--- config.mk ---
export PLATFORM = sky130hd
export DESIGN_NAME = uart_rx
export DESIGN_NICKNAME = d
export VERILOG_FILES = /design/src/rtl/uart_rx.sv
export SDC_FILE = /design/constraint.sdc
export NUM_CORES = 1
export LEC_CHECK = 0
export ABC_AREA = 1
export CAP_MARGIN = 5
export CORE_MARGIN = 2
export CORE_UTILIZATION = 45
export DETAILED_ROUTE_END_ITERATION = 7
export SYNTH_ARGS = -nofsm -noshare
export SYNTH_HDL_FRONTEND = slang
export SYNTH_SLANG_ARGS = --single-unit
export TNS_END_PERCENT = 5
--- constraint.sdc ---
create_clock -name clk -period 2.15 [get_ports clk]
set_input_delay 0.43 -clock clk [delete_from_list [all_inputs] [get_ports clk]]
set_output_delay 0.43 -clock clk [all_outputs]
set_load 0.1 [all_outputs]
--- src/rtl/uart_rx.sv ---
// rtl/uart_rx.sv - 8N1 UART receiver with mid-bit sampling, done/frame-error strobes.
// Optional UART_RX_MAJORITY_EN: 2-of-3 vote around each sample point.
module uart_rx #(
  parameter int CLKS_PER_BIT = 2604,
  parameter int data_len     = 8
) (
  input  logic                clk,
  input  logic                reset,
  input  logic                rx_serial,
  output logic [data_len-1:0] rx_data,
  output logic                rx_done,
  output logic                rx_busy,
  output logic                frame_err
);

  localparam int CW  = $clog2(CLKS_PER_BIT);
  localparam int BW  = (data_len > 1) ? $clog2(data_len) : 1;
  localparam int MID = (CLKS_PER_BIT - 1) / 2;
  localparam logic [CW-1:0] BIT_LIM = CW'(CLKS_PER_BIT - 1);
  localparam logic [BW-1:0] LAST_BIT = BW'(data_len - 1);

  typedef enum logic [2:0] {IDLE, START, DATA, STOP, WAIT_IDLE} state_t;

  state_t              state, state_n;
  logic [CW-1:0]       clk_count, clk_count_n;
  logic [BW-1:0]       bit_count, bit_count_n;
  logic [data_len-1:0] shift_reg, shift_n, data_n;
  logic                done_n, err_n;
  logic                sync1, rx_s, sample;

  always_ff @(posedge clk or posedge reset) begin
    if (reset) begin
      sync1 <= 1'b1;
      rx_s  <= 1'b1;
    end else begin
      sync1 <= rx_serial;
      rx_s  <= sync1;
    end
  end

`ifdef UART_RX_MAJORITY_EN
  // Decision lands one cycle after the nominal sample point, so the vote sees
  // the line one cycle before, at, and after it.
  localparam logic [CW-1:0] START_LIM = CW'(MID + 1);
  logic hist1, hist2;

  always_ff @(posedge clk or posedge reset) begin
    if (reset) begin
      hist1 <= 1'b1;
      hist2 <= 1'b1;
    end else begin
      hist1 <= rx_s;
      hist2 <= hist1;
    end
  end

  assign sample = (hist2 & hist1) | (hist2 & rx_s) | (hist1 & rx_s);
`else
  localparam logic [CW-1:0] START_LIM = CW'(MID);
  assign sample = rx_s;
`endif

  assign rx_busy = (state == START) || (state == DATA) || (state == STOP);

  always_ff @(posedge clk or posedge reset) begin
    if (reset) begin
      state     <= IDLE;
      clk_count <= '0;
      bit_count <= '0;
      shift_reg <= '0;
      rx_data   <= '0;
      rx_done   <= 1'b0;
      frame_err <= 1'b0;
    end else begin
      state     <= state_n;
      clk_count <= clk_count_n;
      bit_count <= bit_count_n;
      shift_reg <= shift_n;
      rx_data   <= data_n;
      rx_done   <= done_n;
      frame_err <= err_n;
    end
  end

  always_comb begin
    state_n     = state;
    clk_count_n = clk_count;
    bit_count_n = bit_count;
    shift_n     = shift_reg;
    data_n      = rx_data;
    done_n      = 1'b0;
    err_n       = 1'b0;
    case (state)
      IDLE: begin
        clk_count_n = '0;
        if (!rx_s) state_n = START;
      end
      START: begin
        if (clk_count == START_LIM) begin
          clk_count_n = '0;
          bit_count_n = '0;
          state_n     = sample ? IDLE : DATA;
        end else begin
          clk_count_n = clk_count + 1'b1;
        end
      end
      DATA: begin
        if (clk_count == BIT_LIM) begin
          clk_count_n         = '0;
          shift_n[bit_count]  = sample;
          if (bit_count == LAST_BIT) state_n = STOP;
          else bit_count_n = bit_count + 1'b1;
        end else begin
          clk_count_n = clk_count + 1'b1;
        end
      end
      STOP: begin
        if (clk_count == BIT_LIM) begin
          clk_count_n = '0;
          if (sample) begin
            data_n  = shift_reg;
            done_n  = 1'b1;
            state_n = IDLE;
          end else begin
            err_n   = 1'b1;
            state_n = WAIT_IDLE;
          end
        end else begin
          clk_count_n = clk_count + 1'b1;
        end
      end
      WAIT_IDLE: begin
        // A held-low line (break) must rise before a new start edge counts.
        if (rx_s) state_n = IDLE;
      end
      default: begin
        state_n     = IDLE;
        clk_count_n = '0;
        bit_count_n = '0;
      end
    endcase
  end

endmodule

# ---- After elaboration in Yosys (flattened, before gate mapping)
# Cells that the tools add are included.
dict set report totals {
  reg_bits 38
  latchBits 0
  ramBits 0
  mem_bits_ro 0
  input_bits 3
  out_inout_bits 11
  elab_cells 63
  n_memories 0
}
dict set report classes {
  add_sub_neg 2
  n_mul 0
  div 0
  order_cmp 2
  n_eq_ne 14
  n_shift 0
  n_mux 25
  n_bitwise 1
  reduce_logical 10
}
# op count
set op_table {}
lappend op_table {{$pmux W12 S3} 1}
lappend op_table {{$mux W3} 10}
lappend op_table {{$mux W12} 2}
lappend op_table {{$pmux W3 S5} 1}
lappend op_table {{$add A12 B1 Y12 const B} 1}
lappend op_table {{$eq A12 B11 Y1 const B} 1}
lappend op_table {{$eq A12 B12 Y1 const B} 1}
lappend op_table {{$pmux W3 S3} 1}
lappend op_table {{$bwmux W8} 1}
lappend op_table {{$ne A2 B1 Y1 const B} 4}
lappend op_table {{$mux W1} 7}
lappend op_table {{$eq A3 B2 Y1 const B} 2}
lappend op_table {{$eq A3 B3 Y1 const B} 2}
lappend op_table {{$ne A2 B2 Y1 const B} 3}
lappend op_table {{$reduce_and A6 Y1} 1}
lappend op_table {{$lt A3 B4 Y1 const B} 1}
lappend op_table {{$reduce_and A4 Y1} 1}
lappend op_table {{$add A3 B1 Y3 const B} 1}
lappend op_table {{$demux W1 S3} 1}
lappend op_table {{$eq A3 B1 Y1 const B} 1}
lappend op_table {{$ge A3 B1 Y1 const B} 1}
lappend op_table {{$logic_not A3 Y1} 1}
lappend op_table {{$reduce_and A3 Y1} 1}
lappend op_table {{$reduce_or A3 Y1} 1}
lappend op_table {{6 further kinds} 7}

# ---- Logic depth before layout (Yosys ltp)
dict set report depth {
  depth_word 5
  mapped_depth 10
  ltp_nobuf 9
}

# ---- Least setup slack after synthesis
# No wires, ideal clock.
dict set report synth_timing {
  kind {reg-to-output}
  startpoint {reg state[2]}
  endpoint {out rx_busy}
  arrival_ns 1.244
  required_ns 1.720
  setup_slack_ns 0.476
  path_stages_with_launch 4
  path_buffers 0
  cell_sequence {dfrtp_1 -> inv_1 -> nand2_1 -> nand2_1}
}
dict set report synth_via {
  elab_chain_len 3
  elab_cells_between_ends 5
}
# element line_no
set synth_lines {}
lappend synth_lines {{start: declaration} 24} ;# state_t state, state_n;
lappend synth_lines {{start signal: assignment} 75} ;# state <= state_n;
lappend synth_lines {{$eq A3 B1 Y1 or $eq A3 B2 Y1 (tied branches)} 63} ;# assign rx_busy = (state == START) || (state == DATA) || (state == STOP);
lappend synth_lines {{$logic_or A1 B1 Y1} 63}
lappend synth_lines {{$logic_or A1 B1 Y1 *} 63}
lappend synth_lines {{end: declaration} 12} ;# output logic rx_busy,
# Every way passes the cells marked *; elsewhere a longest branch is shown, timed or not.

# ---- Worst setup path in the final report
dict set report layout_timing {
  startpoint {reg state[1]}
  endpoint {out rx_busy}
}
# The elaborated chain is that of the path after synthesis.

==> summary.txt <==
Synthesis
  • Largest cells by area after synthesis: dfrtp_1, nand2_1, inv_1
  • Asr flop ratio synth: 1.000
  • Register bit total from synthesis: 38
  • Post-synth EDFFs: 0
  • Count leader, synth: nand2_1
  • Synth Flop Type: dfrtp_1
  • Syn Nets: 314
  • Area leader, netlist: dfrtp_1
  • Post-synth cell types: 26
  • Sequential element share of the synthesized area: 0.4212
  • Mean post-synth cell area: about 7.4 um^2
  • Netlist Area Pre-Place: between 2000 and 2500 um^2
  • Proportion of netlist area held by the largest area contributor: 0.3980
  • Gate Count Post-Synth: 307
  • Synth warn: 0
  • Top cells by count, synth: nand2_1, inv_1, dfrtp_1

Global routing
  • First-pass GRT wire length: around 7.6 mm
  • Largest net degree at the start of global routing: 39
  • Vias in the first global route: 1,630
  • Total GRT Usage: 0.1749
  • Grt total ovfl: 0
  • Antenna violations before repair: 0

Clocking
  • Post-CTS Setup Bufs: 0
  • # H-tree levels: 2
  • Clock Latency Late Sink: 280 ps
  • TritonCTS clock tree: built
  • Post-CTS Hold Buffers: 0
  • CTS sink cnt: 38
  • Root Buffer: clkbuf_8
  • CTS max path bufs: 2
  • Clock-pin slew of the registers on the worst-case setup and hold paths: 80 ps
  • Post-CTS Resized: 0
  • Inserted Clock Buffers: 5

Floorplanning
  • Starting Density: 0.4729
  • Die area: 5613 um^2
  • Die H: between 70 and 80 um
  • Core area: 4786 um^2
  • Die W: 74.92 um
  • I/O Pins: 14
  • FP Rows: 25

Placement
  • Buffers on Ports: 13
  • Post-DP HPWL: 3.331 mm
  • RD Place Congestion: slightly above 0.9

Setup path
  • Nature of the critical path startpoint: register
  • Crit Path Class: reg2out
  • Worst Path Required: 1720 ps
  • Critical Path Sink Type: primary output
  • CP Max Fanout: 8
  • CP arrival: 1260 ps

Timing
  • Fmax: 591.5 MHz
  • Fin Hold WS: 357.6 ps
  • Slew Viols, Final: 0
  • Tmin final: 1691 ps
  • Worst slew margin relative to its limit: 0.6712
  • Final setup viols: 0
  • Clk_skew: between 5 and 6 ps
  • Final-report hold violation count: 0
  • Slew @ Worst Pin: 493.2 ps
  • Setup TNS: 0 ps
  • Tcrit/Tclk final: 0.7863
  • RSZ-0062 raised after global routing: no

Power and ir drop
  • Peak VDD IR: 0.3083 mV
  • Net Sw Frac: 0.1897
  • Clock Power Share: 0.493
  • Psw: 0.0002781 W
  • Internal power: between 0.001 and 0.0015 W
  • Power per cell area: 574.1 nW/um^2
  • Sequential share of power: 0.491
  • Combinational share of power: 0.016
  • LEAKAGE: 1.338 nW

Final layout
  • Register area: 953.4 um^2
  • Fraction of layout cells with a size suffix above 1: 0.1765
  • Area Overhead vs Synth: 12.82%
  • NumNets Final: 329
  • Max reg flops: 12
  • Area occupied by multi-input gates: 1075 um^2
  • Fillers: 472
  • Antenna cells: 0

Detailed routing
  • Drt total wl: 4.488 mm
  • DRC: 0
  • Antenna viol nets, final: 0
  • DR pass1 iterations: 5
  • Starting DRT DRC Count: 158
  • Vias per cell: 4.695
  • WL per Instance: ~12 um
  • Vias after detailed routing: ~1,800

Outcome
  • Outcome: finished, final reports clean

Worst hold path
  • Hold Crit Class: reg2reg

Flow run
  • Max-capacitance violation count: 0
[placed cells by master, fill, tap and decap left out]
cell type / Yosys / final
nand2_1: 95 / 95
inv_1: 41 / 41
dfrtp_1: 36 / 36
nor2_1: 32 / 32
nand3_1: 29 / 29
buf_4: 2 / 11
nand2_2: 8 / 8
o21ai_0: 8 / 8
nand4_1: 8 / 8
o21ai_2: 8 / 8
nor2_2: 7 / 7
inv_2: 5 / 5
clkbuf_8: 0 / 5
nor3_1: 4 / 4
ha_1: 4 / 4
nor2_4: 3 / 3
xor2_1: 3 / 3
clkinv_4: 1 / 2
o211ai_1: 2 / 2
bufinv_16: 0 / 2
clkdlybuf4s50_1: 0 / 2
dfstp_2: 2 / 2
nand3b_4: 1 / 1
nand2b_4: 1 / 1
nor4_1: 1 / 1
or2_2: 1 / 1
o31ai_1: 1 / 1
buf_12: 0 / 1
[critical path, stage by stage, from the launching register on]
cell and delay (ps):
dfrtp_1 520, nand2_1 140, nand2_1 140, buf_12 180
[path summary, 6_finish.rpt]
path                       cells after the start  slack [ps]    startpoint            end
setup / recovery                               3         460      state[1]        rx_busy
hold / removal                                 0         360         sync1           rx_s
setup reg to reg                               8         510  clk_count[0]  clk_count[10]
hold reg to reg                                0         360         sync1           rx_s
max in group asynchronous                      3        1220         reset          sync1
min in group asynchronous                      3         570         reset   clk_count[6]
[cell type report]
type / instances / share of cell area
Clock inverter: 3 / 0.02695
Clock buffer: 5 / 0.02695
Sequential cell: 38 / 0.3733
Timing Repair Buffer: 14 / 0.04802
Multi-Input combinational cell: 216 / 0.4209
Tap cell: 67 / 0.03283
Inverter: 47 / 0.07104
[layer usage]
layer | wire [um] | track usage | part of all wire
met1 | 2463 | 0.2741 | 0.55
met2 | 1830 | 0.2485 | 0.41
met3 | 171 | 0.02811 | 0.038
met4 | 22 | 0.04762 | 0.0049
met5 | 0 | 0 | 0
[through the flow]
step,total power (W),instances,worst slack (ps),util,instance area (um^2)
floorplan,0.0007478,307,475.9,-,2263
global placement,0.0007585,382,568.6,0.5048,2416
detailed placement,0.0007584,382,514.4,0.5048,2416
CTS,0.001486,390,441.1,0.5336,2554
global route,0.001517,390,331.0,0.5336,2554
finish,0.001466,390,459.4,0.5336,2554
[cells by family (layout without fill, tap and decap cells)]
| family | count (synthesis) | count (layout) | share of synthesized area |
|---|---|---|---|
| adder cells (fa/ha/maj) | 4 | 4 | 0.02211 |
| AND/OR/NAND/NOR | 190 | 190 | 0.3825 |
| AO/OA/AOI/OAI | 19 | 19 | 0.05860 |
| flip-flops | 38 | 38 | 0.4212 |
| buffers and inverters | 53 | 69 | 0.1039 |
| XOR/XNOR | 3 | 3 | 0.01161 |
[power by group through the flow]
stage | Clock [W] | Sequential (W) | Combinational (W)
after floorplan | 0 | 0.000732 | 0.0000159
after global placement | 0 | 0.000734 | 0.0000244
after detailed placement | 0 | 0.000734 | 0.0000242
after CTS | 0.000742 | 0.000720 | 0.0000243
after global routing | 0.000770 | 0.000720 | 0.0000274
final | 0.000723 | 0.000720 | 0.0000229
Power figures use the tool's default switching activity.
